[src/rtl/adder_seq_pkg.sv]
// Shared definitions for the multi-precision add/subtract sequencer.
//   NIBBLE_W    : width of one slice of the shared adder datapath
//   seq_state_t : controller states (IDLE, RUN, DONE)
package adder_seq_pkg;

  localparam int NIBBLE_W = 4;

  typedef enum logic [1:0] {
    IDLE = 2'd0,
    RUN  = 2'd1,
    DONE = 2'd2
  } seq_state_t;

endpackage

[src/rtl/adder.sv]
// Existing 4-bit adder slice, purely combinational.
// Ports:
//   a, b  : 4-bit addends
//   c_in  : carry in
//   sum   : 4-bit sum
//   c_out : carry out of bit 3
module adder (
  input  logic [3:0] a,
  input  logic [3:0] b,
  input  logic       c_in,
  output logic [3:0] sum,
  output logic       c_out
);

  assign {c_out, sum} = {1'b0, a} + {1'b0, b} + {4'b0000, c_in};

endmodule

[src/rtl/adder_seq.sv]
// Multi-precision add/subtract sequencer. One 4-bit adder slice is reused
// over NIBBLES cycles, LSB nibble first, with a registered carry chain.
// Ports:
//   clk, rst_n           : clock, async active-low reset
//   in_valid / in_ready  : operand handshake (ready only in IDLE)
//   a, b, c_in, op_sub   : operands, carry-in (add only), 1 = A-B
//   out_valid / out_ready: result handshake (valid only in DONE)
//   sum, c_out, ovf      : W-bit result, final carry, signed overflow
//
// state | meaning
// IDLE  | waiting for an operand request
// RUN   | one nibble processed per cycle
// DONE  | result held until the consumer takes it
module adder_seq
  import adder_seq_pkg::*;
#(
  parameter int NIBBLES = 4
) (
  input  logic                          clk,
  input  logic                          rst_n,
  input  logic                          in_valid,
  output logic                          in_ready,
  input  logic [NIBBLE_W*NIBBLES-1:0]   a,
  input  logic [NIBBLE_W*NIBBLES-1:0]   b,
  input  logic                          c_in,
  input  logic                          op_sub,
  output logic                          out_valid,
  input  logic                          out_ready,
  output logic [NIBBLE_W*NIBBLES-1:0]   sum,
  output logic                          c_out,
  output logic                          ovf
);

  localparam int IDX_W = $clog2(NIBBLES);

  seq_state_t state_q, state_d;

  logic [NIBBLES-1:0][NIBBLE_W-1:0] a_q, b_q, res_q;
  logic [IDX_W-1:0]                 idx_q;
  logic                             carry_q;
  logic                             ovf_q;

  logic [NIBBLE_W-1:0] slice_a, slice_b, slice_sum;
  logic                slice_cout;
  logic                last_nibble;

  assign slice_a     = a_q[idx_q];
  assign slice_b     = b_q[idx_q];
  assign last_nibble = (idx_q == IDX_W'(NIBBLES - 1));

  adder u_adder (
    .a     (slice_a),
    .b     (slice_b),
    .c_in  (carry_q),
    .sum   (slice_sum),
    .c_out (slice_cout)
  );

  always_ff @(posedge clk or negedge rst_n) begin
    if (!rst_n) state_q <= IDLE;
    else        state_q <= state_d;
  end

  always_comb begin
    state_d = state_q;
    case (state_q)
      IDLE:    if (in_valid)    state_d = RUN;
      RUN:     if (last_nibble) state_d = DONE;
      DONE:    if (out_ready)   state_d = IDLE;
      default:                  state_d = IDLE;
    endcase
  end

  always_comb begin
    in_ready  = (state_q == IDLE);
    out_valid = (state_q == DONE);
  end

  // Subtraction is folded into the operand latch: B is stored inverted and
  // the carry register is seeded with 1, so RUN only ever adds.
  always_ff @(posedge clk or negedge rst_n) begin
    if (!rst_n) begin
      a_q     <= '0;
      b_q     <= '0;
      res_q   <= '0;
      idx_q   <= '0;
      carry_q <= 1'b0;
      ovf_q   <= 1'b0;
    end else begin
      case (state_q)
        IDLE: begin
          if (in_valid) begin
            a_q     <= a;
            b_q     <= op_sub ? ~b : b;
            carry_q <= op_sub ? 1'b1 : c_in;
            idx_q   <= '0;
          end
        end
        RUN: begin
          res_q[idx_q] <= slice_sum;
          carry_q      <= slice_cout;
          idx_q        <= last_nibble ? '0 : idx_q + IDX_W'(1);
          // Signed overflow: both addends share a sign the MSB result lacks,
          // equivalent to carry-into-MSB XOR carry-out-of-MSB.
          if (last_nibble)
            ovf_q <= (slice_a[NIBBLE_W-1] == slice_b[NIBBLE_W-1]) &&
                     (slice_sum[NIBBLE_W-1] != slice_a[NIBBLE_W-1]);
        end
        default: ;
      endcase
    end
  end

  assign sum   = res_q;
  assign c_out = carry_q;
  assign ovf   = ovf_q;

endmodule

[config.mk]
export PLATFORM = sky130hd
export DESIGN_NAME = adder_seq
export DESIGN_NICKNAME = d
export VERILOG_FILES = /design/src/rtl/adder_seq_pkg.sv /design/src/rtl/adder.sv /design/src/rtl/adder_seq.sv
export SDC_FILE = /design/constraint.sdc
export NUM_CORES = 1
export LEC_CHECK = 0
export CORE_ASPECT_RATIO = 0.7
export CORE_MARGIN = 4
export CORE_UTILIZATION = 36
export CTS_CLUSTER_SIZE = 28
export DETAILED_ROUTE_END_ITERATION = 7
export DONT_BUFFER_PORTS = 1
export HOLD_SLACK_MARGIN = 0.1
export SYNTH_ARGS = -nofsm -noshare
export SYNTH_HDL_FRONTEND = slang
export SYNTH_SLANG_ARGS = --single-unit
[constraint.sdc]
create_clock -name clk -period 4.4 [get_ports clk]
set_clock_uncertainty 0.1 [all_clocks]
set_input_delay 0.88 -clock clk [delete_from_list [all_inputs] [get_ports clk]]
set_output_delay 0.88 -clock clk [all_outputs]
set_load 0.01 [all_outputs]
==> results.toml <==
[outcome]
status = "finished, final reports clean"

[grt]
grt_pass1_wl_um = 8510
grt_antenna_before_repair = 0
grtUsageTotal = 0.127
global_route.overflow_total = 0
grt_max_degree = 55
first_global_vias = 1660

[synthesis]
synth_cells = 219
synth_compound_gate_area_share = 0.0941
synth_warnings = 0
postSynth.asyncResetShare = 1.00
postSynthAreaPerCell_um2 = 11.7
yosys.area_share.xor_xnor = 0.0583
synth-simple-area-share = 0.0873
synth.ff_latch_count = 54
post_synth_instance_area_um2 = 2550
yosys_most_used_dff = "sky130_fd_sc_hd__dfrtp_1"
synth_cell_type_count = 28
synth-edff-count = 0
fraction_of_the_mapped_netlist_area_in_adder_cells = 0.0500
ys_seq_area_frac = 0.529
synth_top_family_by_area = "multiplexers"
synth.mux.area_fraction = 0.145
synth_nets = 266

[floorplan]
design.core.area_um2 = 6820
die-area_um2 = 8520
io_pins = 58
die_x_um = 109
rows = 25
die_height_um = 78.5
initial_utilization = 0.374

[pwr]
vdd.ir_drop.worst_mv = 0.392
total_leakage_power_nw = 1.15
cellPowerDensity_nw_per_um2 = 861

[worst_setup_path]
worst-r2r-setup-slack_ps = 1620
worstPathRequired_ps = 4500
cp_cell_sequence = "mux4_2 -> ha_1 -> and3b_1 -> or3_1 -> a32o_1"
worst_ep_arrival_time_ps = 2880
critPathSlowestCell = "sky130_fd_sc_hd__dfrtp_1"
critPathMaxStageDelay_ps = 770
critPathTopFamily = "flip-flops"
critPathBufInv = 0
cp-start-kind = "register"
crit_fanout = 13
criticalPathCategory = "reg2reg"
kind_of_capture_point_of_the_worst_setup_path = "register"

[placed_design]
place.port_buffers = 0
detailed_place.area_um2 = 2630
detailedPlace.worstSlack_ps = 1600
dpl.hpwl_um = 3780
gp_routability_congestion = 0.707

[drt]
final_antenna_net_count = 0
drt-wirelength-per-cell_um = 16.3
drt_pre_antenna_iters = 4
drt_first_iter_violations = 62
route.detailed.drc = 0
vias = 1535
vias_per_cell = 4.95
route.final.wire_length_um = 5050

[cts]
cts.reportedPaths.clkPinSlew_ps = 110
cts_root_buf = "sky130_fd_sc_hd__clkbuf_8"
cts-buffers-inserted = 5
clock_sinks = 54
cts-resized-gates = 0
insertion_delay_ps = 310
tritoncts = "built"
htreeDepth = 2
postCtsSetupRepairBufs = 0
cts_max_path_bufs = 2
cts_hold_buf = 0

[timing]
slew_headroom = 0.567
fmax_mhz = 360
maxSlewViolCount = 0
worst_slew_pin_slew_ps = 650
final.setup.tns_ps = 0
worst_slack_ps = 1620
min_tclk_post_route_ps = 2780
fin_hold_ws_ps = 151
post-route-period-util = 0.632
rsz0062_at_grt = "false"
setup_viol = 0
hold_viol = 0

[layout]
n_antenna_cell = 0
layout_commonest_cell = "sky130_fd_sc_hd__dfrtp_1"
mostFrequentLayoutCells = "sky130_fd_sc_hd__dfrtp_1, sky130_fd_sc_hd__nor2_1, sky130_fd_sc_hd__nand2_1"
nets_finish = 262
drive_above_1_share = 0.157
area_growth_syn_to_layout_pct = 6.86
finalInstanceArea_um2 = 2730

[hold_path]
worstHoldPathType = "in2async"

[run]
cap_violations = 0
[path summary, 6_finish.rpt]
| check | startpoint | to | depth (start not counted) |
|---|---|---|---|
| min reg2reg | a_q[7] | a_q[7] | 1 |
| max | idx_q[0] | ovf | 5 |
| min | rst_n | a_q[12] | 0 |
| max in group asynchronous | rst_n | b_q[10] | 0 |
| min in group clk | a_q[7] | a_q[7] | 1 |
| max reg2reg | idx_q[0] | ovf | 5 |
[worst register-to-register path, delay by kind of cell, from the launching register on]
kind                       cells  cell delay (ps)
AOI/OAI and AO/OA              1              250
muxes                          1              590
adders and majority gates      1              380
and+or+nand+nor                2              590
DFF                            1              770
[layout make-up]
cell class	instances	area (um^2)
timing repair buffer	1	7.51
sequential	54	1350
multi-input combinational	143	1110
fill	714	4090
tap	94	118
clock inverter	2	16.3
clock buffer	6	82.6
inverter	10	37.5
[flip-flops by register name, summed over array words and instances, names as in the netlist]
register and flops:
idx_q 2, state_q 2, b_q 16, ovf 1, sum 16, a_q 16, c_out 1
[kinds of logic after synthesis]
kind of cell,Yosys count
flip-flops,54
AND/OR/NAND/NOR,50
AO/OA/AOI/OAI,42
multiplexers,25
buffers and inverters,22
XOR/XNOR,17
adder cells (fa/ha/maj),9
[cell usage after synthesis (2+ instances only)]
cell                        n  area (um^2)
sky130_fd_sc_hd__inv_1     10         37.5
sky130_fd_sc_hd__buf_2      7         35.0
sky130_fd_sc_hd__nand2_1   18         67.6
sky130_fd_sc_hd__nand3b_1   4         30.0
sky130_fd_sc_hd__clkbuf_1   5         18.8
sky130_fd_sc_hd__mux4_2     8          180
sky130_fd_sc_hd__fa_1       2         40.0
sky130_fd_sc_hd__nor2_1    21         78.8
sky130_fd_sc_hd__o31ai_1    5         37.5
sky130_fd_sc_hd__xnor2_1   16          140
sky130_fd_sc_hd__o21ai_0   16         80.1
sky130_fd_sc_hd__a21oi_1   16         80.1
sky130_fd_sc_hd__ha_1       7         87.6
sky130_fd_sc_hd__dfrtp_1   54         1350
sky130_fd_sc_hd__mux2_2    16          180
sky130_fd_sc_hd__nand2b_1   2         12.5
[through the flow]
step / power [W] / std cells / util
2_1_floorplan: 0.00179 / 219 / -
3_3_place_gp: 0.00203 / 302 / 0.386
3_5_place_dp: 0.00209 / 302 / 0.386
4_1_cts: 0.00238 / 310 / 0.400
5_1_grt: 0.00258 / 310 / 0.400
6_report: 0.00235 / 310 / 0.400
[power by group]
group | leakage [nW] | switching [W] | internal, W | total, W
sequential | 0.637 | 0.000242 | 0.000746 | 0.000988
clock | 0.0478 | 0.000168 | 0.000130 | 0.000298
combinational | 0.460 | 0.000554 | 0.000508 | 0.00106
total | 1.15 | 0.000964 | 0.00138 | 0.00235
[per-layer routing]
metal	routed length [um]	track usage
met1	2430	0.178
met4	22	0.0189
met5	0	0
met3	455	0.0542
met2	2150	0.187
Power figures use the tool's default switching activity.
